## config.mk

```make
export PLATFORM = sky130hd
export DESIGN_NAME = instr_mem_sync
export DESIGN_NICKNAME = d
export VERILOG_FILES = /design/src/rtl/instr_mem_sync.sv
export SDC_FILE = /design/constraint.sdc
export NUM_CORES = 2
export LEC_CHECK = 0
export ABC_AREA = 0
export CELL_PAD_IN_SITES_DETAIL_PLACEMENT = 1
export CELL_PAD_IN_SITES_GLOBAL_PLACEMENT = 2
export CORE_ASPECT_RATIO = 1.4
export CORE_MARGIN = 2
export CORE_UTILIZATION = 43
export CTS_CLUSTER_SIZE = 20
export DETAILED_ROUTE_END_ITERATION = 8
export PLACE_DENSITY = 0.67
export SYNTH_ARGS = -nofsm -noshare
export SYNTH_HDL_FRONTEND = slang
export SYNTH_SLANG_ARGS = --single-unit
```

## constraint.sdc

```tcl
create_clock -name clk -period 9.67 [get_ports clk]
set_clock_uncertainty 0.05 [all_clocks]
set_input_delay 0.967 -clock clk [delete_from_list [all_inputs] [get_ports clk]]
set_output_delay 0.967 -clock clk [all_outputs]
set_load 0.01 [all_outputs]
```

## src/rtl/instr_mem_sync.sv

```systemverilog
// Registered instruction memory for the IF stage: self-clearing word array with a program-load
// port, 1-cycle fetch latency, stall/flush control and misaligned/out-of-range fault flagging.
module instr_mem_sync #(
   parameter int DATA_W = 32,
   parameter int ADDR_W = 32,
   parameter int DEPTH  = 64
) (
   input  logic              clk,
   input  logic              rst_n,
   input  logic              fetch_valid,
   input  logic [ADDR_W-1:0] fetch_addr,
   input  logic              stall,
   input  logic              flush,
   output logic [DATA_W-1:0] instr,
   output logic              instr_valid,
   output logic              fetch_fault,
   input  logic              load_en,
   input  logic [ADDR_W-1:0] load_addr,
   input  logic [DATA_W-1:0] load_data,
   output logic              init_done
);

   localparam int IDX_W = $clog2(DEPTH);
   localparam logic [IDX_W-1:0] LAST_IDX = IDX_W'(DEPTH - 1);

   typedef enum logic {S_INIT, S_READY} state_t;

   state_t            state;
   state_t            state_nxt;
   logic [IDX_W-1:0]  clr_cnt;
   logic              ready;
   logic [DATA_W-1:0] mem [DEPTH];

   logic [IDX_W-1:0]  fetch_idx;
   logic [IDX_W-1:0]  load_idx;
   logic              fetch_ok;
   logic              load_ok;

   // DEPTH is a power of two, so "idx < DEPTH" reduces to all index bits above IDX_W being zero.
   assign fetch_idx = fetch_addr[IDX_W+1:2];
   assign load_idx  = load_addr[IDX_W+1:2];
   assign fetch_ok  = (fetch_addr[1:0] == 2'b00) && !(|fetch_addr[ADDR_W-1:IDX_W+2]);
   assign load_ok   = load_en && (load_addr[1:0] == 2'b00) && !(|load_addr[ADDR_W-1:IDX_W+2]);

   // NOTE: sequential state uses non-blocking (<=) so every register samples pre-edge values.
   always_ff @(posedge clk) begin
      if (!rst_n) begin
         state   <= S_INIT;
         clr_cnt <= '0;
      end else begin
         state <= state_nxt;
         if (state == S_INIT) clr_cnt <= clr_cnt + 1'b1;
      end
   end

   // NOTE: a default assignment first keeps always_comb free of inferred latches.
   always_comb begin
      state_nxt = state;
      if (state == S_INIT && clr_cnt == LAST_IDX) state_nxt = S_READY;
   end

   always_comb begin
      ready = (state == S_READY);
   end

   assign init_done = ready;

   // NOTE: the array has no reset branch; the INIT sweep clears it one word per cycle instead.
   always_ff @(posedge clk) begin
      if (rst_n) begin
         if (!ready)       mem[clr_cnt]  <= '0;
         else if (load_ok) mem[load_idx] <= load_data;
      end
   end

   // Reads sample the array before this edge's load lands, giving read-first behaviour.
   always_ff @(posedge clk) begin
      if (!rst_n) begin
         instr       <= '0;
         instr_valid <= 1'b0;
         fetch_fault <= 1'b0;
      end else if (ready) begin
         if (flush) begin
            instr       <= '0;
            instr_valid <= 1'b0;
            fetch_fault <= 1'b0;
         end else if (!stall) begin
            instr_valid <= fetch_valid;
            fetch_fault <= fetch_valid && !fetch_ok;
            instr       <= (fetch_valid && fetch_ok) ? mem[fetch_idx] : '0;
         end
      end
   end

endmodule

```

**Word level (Yosys, flattened, before mapping)**

Memory sizes are Yosys's and may differ from the RTL's.
Index checks and enable logic that the tools add are counted.

- Register bits: 41
- RAM bits: 2,048
- Bits of input ports: 102
- Output and inout port bits: 35
- Word-level logic and storage cells: 42
- Memories: 1

- Add/sub/neg operators: 1
- Equality and inequality tests: 2
- Muxes and demuxes: 17
- Bitwise logic cells: 1
- Reduce and logical (&&, ||, !) cells: 15

Memories:

| memory | depth | bits a word | read ports | clocked after memory_dff | wr ports | line | text |
|---|---|---|---|---|---|---|---|
| mem | 64 | 32 | 1 | 0 | 1 | 32 | `logic [DATA_W-1:0] mem [DEPTH];` |

Operators with widths:

| operator | number |
|---|---|
| 2-to-1 mux 32 bit | 4 |
| OR reduction 24 bit | 2 |
| OR reduction 32 bit | 1 |
| 2-to-1 mux 1 bit | 12 |
| adder 6 x 1 -> 6 bit (second input constant) | 1 |
| == test 6 bit (second input constant) | 1 |
| logical AND 1 bit | 6 |
| 2-to-1 mux 6 bit | 1 |
| logical NOT 2 bit | 2 |
| logical NOT 1 bit | 3 |
| != test 2 x 1 -> 1 bit (second input constant) | 1 |
| AND reduction 2 bit | 1 |
| inverter 1 bit | 1 |

**Logic depth before layout (Yosys ltp)**

- Word-level depth: 9
- Depth in mapped cells: 12
- Depth with buffers taken out: 6

**Least setup slack after synthesis**

OpenSTA, ideal clock, no wires.

- Path type: input -> register
- Start point: in load_addr[20]
- End point: mem mem[14][0] (enable)
- Library setup time: 461 ps
- Arrival: 4,563 ps
- Required time: 9,159 ps
- Path slack: 4,596 ps
- Stages on the path: 7
- Buffers on the path: 2
- Cell sequence: nor4b_1 nand4_1 nor2_1 buf_2 clkbuf_1 nor2_1 nor3_1

- Word-level cells in the longest chain between the ends: 9
- Elaborated cells between the ends (all ways): 10
- Classes of those cells: mux: 6; reduce/logical: 4

Ends and longest elaborated chain:

| element | line | text |
|---|---|---|
| from (decl) | 18 | `input logic [ADDR_W-1:0] load_addr,` |
| OR reduction 24 bit * | 43 | `assign load_ok = load_en && (load_addr[1:0] == 2'b00) && !(\|load_addr[ADDR_W-1:IDX_W+2]);` |
| logical NOT 1 bit * | 43 |  |
| logical AND 1 bit * | 43 |  |
| 2-to-1 mux 1 bit * | 72 | `else if (load_ok) mem[load_idx] <= load_data;` |
| 2-to-1 mux 1 bit * | 71 | `if (!ready) mem[clr_cnt] <= '0;` |
| 2-to-1 mux 1 bit * | 70 | `if (rst_n) begin` |
| 2-to-1 mux 1 bit (implied by the code) * | 72 |  |
| OR reduction 32 bit (no source line) | - |  |
| 2-to-1 mux 6 bit (no source line) / 2-to-1 mux 1 bit (equally long branches) | - |  |
| to (decl) | 32 |  |

Every way passes the cells marked *; elsewhere a longest branch is shown, timed or not.

**Worst setup path after layout**

- Start point: in fetch_addr[4]
- End point: reg instr[25]

- Word-level cells in the longest chain between the ends: 4

Ends and longest elaborated chain:

| element | line | text |
|---|---|---|
| from (decl) | 11 | `input logic [ADDR_W-1:0] fetch_addr,` |
| memory (64 x 32 bit) | - |  |
| 2-to-1 mux 32 bit | 90 | `instr <= (fetch_valid && fetch_ok) ? mem[fetch_idx] : '0;` |
| 2-to-1 mux 32 bit | 87 | `end else if (!stall) begin` |
| 2-to-1 mux 32 bit | 83 | `if (flush) begin` |
| to (signal assigned) | 90 |  |
| to (decl) | 14 | `output logic [DATA_W-1:0] instr,` |

Every way passes these cells. The select of a mux whose other input is x is not followed.
A chain may end at the register's enable or synchronous reset.

==> metrics.yaml <==
drtIter0Drc: 4658
place_area_mm2: 0.0860
critPathMaxFanout: 74
cts_max_level: 4
crit_required_ns: 10.41
ant_nets: 0
grt-ovfl-total: 0
drive_above_1_share_pct: 24.1
cts_buffers: 193
synth_ff_type: "edfxtp_1"
p_leak_uw: 0.0253
max_freq_mhz: 235
clk_pin_slew_ns: 0.06
yosysTopAreaCellShare_pct: 75.7
dieHeight_um: 518
tns_ns: 0
start_util_pct: 43.3
drt_wl_total_um: 252000
synth_edf_count: 2048
hp-class: "register to register"
synth.yosys.seq_area_share_pct: 76.7
hold_viol: 0
pwr_density_cell_mw_per_mm2: 197
coreArea_mm2: 0.187
routedWlPerCell_um: 37.7
tightest_slew_ns: 1.41
outcome: "complete, no violations"
slew_headroom_pct: 5.55
grt_pass1_wl_um: 348000
cap_violations: 0
dieArea_mm2: 0.192
ys_ff_latch: 2089
drcViolationCount: 0
worstSetupStartpointType: "input port"
vias_per_cell: 6.14
clk_path_buf_depth: 3
synthCells: 3767
die_w_um: 371
place_ws_ns: 4.59
fillers: 16600
yosysWarnings: 0
synth_commonest_cells: "2048 x edfxtp_1, 439 x mux4_2, 234 x mux2i_1, 107 x nor2_1, 97 x nand2_1"
portBuffers: 136
cts_tree: "built"
cts_resized: 0
numClockSinks: 2089
yosysTopAreaCell: "edfxtp_1"
async_flop_share_pct: 0
yosysMostFrequentCell: "edfxtp_1"
grt_max_degree: 101
final_cell_area_mm2: 0.0923
rsz0062_at_grt: "no"
cts_setup_buffers: 0
area_growth_syn_to_layout_pct: 13.6
vias: 41000
place_hpwl_um: 143000
grt_pass1_vias: 42500
worst_slack_ns: 5.42
pin_count: 137
antenna_found_initial: 20
setup_viol: 0
num_rows: 188
first_pass_iters: 5
power_uw: 18200
ir_drop_mv: 0.124
clk_latency_ns: 0.85
syn_avg_cell_area_um2: 21.6
cp.arrival_ns: 4.99
hold_buffers: 0
end_kind: "register"
syn-num-nets: 3870
fin_crit_sh_pct: 43.9
finalCriticalPeriod_ns: 4.25
path_class: "input port to register"
nets: 4138
cts_root_buf: "clkbuf_16"
gp_congestion: 0.851
stdcell_count: 6684
syn_area_mm2: 0.0812
netlist_top_cells_area: "edfxtp_1 76%, mux4_2 12%, mux2i_1 2.9%, dfxtp_1 1.0%, a22oi_1 0.79%"
dp_cells: 6310
synth.distinct_cells: 78
slew_viol_final: 0
gr-usage-all-layers_pct: 26.3
-- logic make-up (layout without fill, tap and decap cells) --
family	Yosys count	after routing	share of synthesized area (%)
AO/OA/AOI/OAI	357	357	3.15
XOR/XNOR	4	4	0.0431
adder cells (fa/ha/maj)	1	1	0.0154
buffers and inverters	218	649	1.92
flip-flops	2089	2089	76.7
multiplexers	700	700	15.7
other	0	16	0
AND/OR/NAND/NOR	398	398	2.43
-- worst max-delay path: stages --
cell and delay, ns:
buf_8 0.33, buf_12 0.55, nor2b_1 1.16, buf_4 0.39
a22oi_1 0.14, a31oi_1 1.02, a32o_1 0.30
-- where the power goes --
group	total, uW	internal, uW	switching [uW]	leakage, uW
Clock	7690	4300	3390	0.00308
Sequential	9820	9810	10.0	0.0157
Combinational	667	240	427	0.00649
-- placed cells by master, fill, tap and decap left out, types with 10 or more instances in the layout --
cell             synthesis  routed
nand2_1                 97      97
o211ai_1                18      18
edfxtp_1              2048    2048
nand3_1                 31      31
a21oi_1                 52      51
a221oi_1                27      27
nand2b_1                15      15
clkbuf_8                11      10
buf_4                   30     145
a211oi_1                11      11
a31oi_1                 26      23
clkinv_1                 1      37
clkbuf_16                0     199
mux4_1                  16      16
nor2_1                 107      53
bufinv_16                0      17
and2_2                   1      26
nand4_1                 10      10
mux4_2                 439     439
dfxtp_1                 41      41
clkdlybuf4s50_1          0     130
o21ai_0                 26      24
a22oi_1                 85      85
nor3_1                  16      10
nor2_4                   0      51
mux2i_1                234     234
nor2b_1                 31      25
o21ai_1                 25      26
diode_2                  0      16
o22ai_1                 12      11
clkbuf_1                53      48
mux2_2                  11      11
nor4_1                  16      15
clkinv_2                 0      36
-- layout make-up --
cell class | count | area [um^2] | share of cell area (%)
Sequential cell | 2089 | 62300 | 67.5
Multi-Input combinational cell | 1460 | 17900 | 19.4
Clock buffer | 257 | 5300 | 5.74
Tap cell | 2470 | 3090 | 3.35
Timing Repair Buffer | 287 | 2580 | 2.80
Clock inverter | 101 | 980 | 1.06
Antenna cell | 16 | 40.0 | 0.0434
Inverter | 4 | 17.5 | 0.0190
-- stage by stage --
step           utilization (%)  hold slack (ns)
6_report                  49.2            0.416
5_1_grt                   49.2            0.439
4_1_cts                   49.2            0.420
3_5_place_dp              45.9            0.411
3_3_place_gp              45.8            0.395
2_1_floorplan                -            0.419
-- layer usage --
metal	track usage, %	share of wire [%]	vias up
met2	44.3	50	1713
met1	34.6	39	22500
met4	9.99	4.1	4
met5	0	0.011	-
li1	-	-	16400
met3	3.75	6.7	378
-- sequential cells by signal (all words and copies together) (netlist names) --
| name | cells |
|---|---|
| instr | 32 |
| init_done | 1 |
| instr_valid | 1 |
| mem | 2048 |
| clr_cnt | 6 |
| fetch_fault | 1 |
-- final timing paths --
check	startpoint	endpoint	slack, ns	depth (start not counted)
worst max-delay path	fetch_addr[4]	instr[25]$_SDFFE_PN0P_	5.42	7
worst min-delay path	fetch_fault$_SDFFE_PN0P_	fetch_fault$_SDFFE_PN0P_	0.42	2
worst max register to register	init_done$_SDFFE_PN0P_	mem[23][17]$_DFFE_PP_	5.64	7
worst min register to register	fetch_fault$_SDFFE_PN0P_	fetch_fault$_SDFFE_PN0P_	0.42	2
Note: power is estimated with default switching activity, not from simulation.
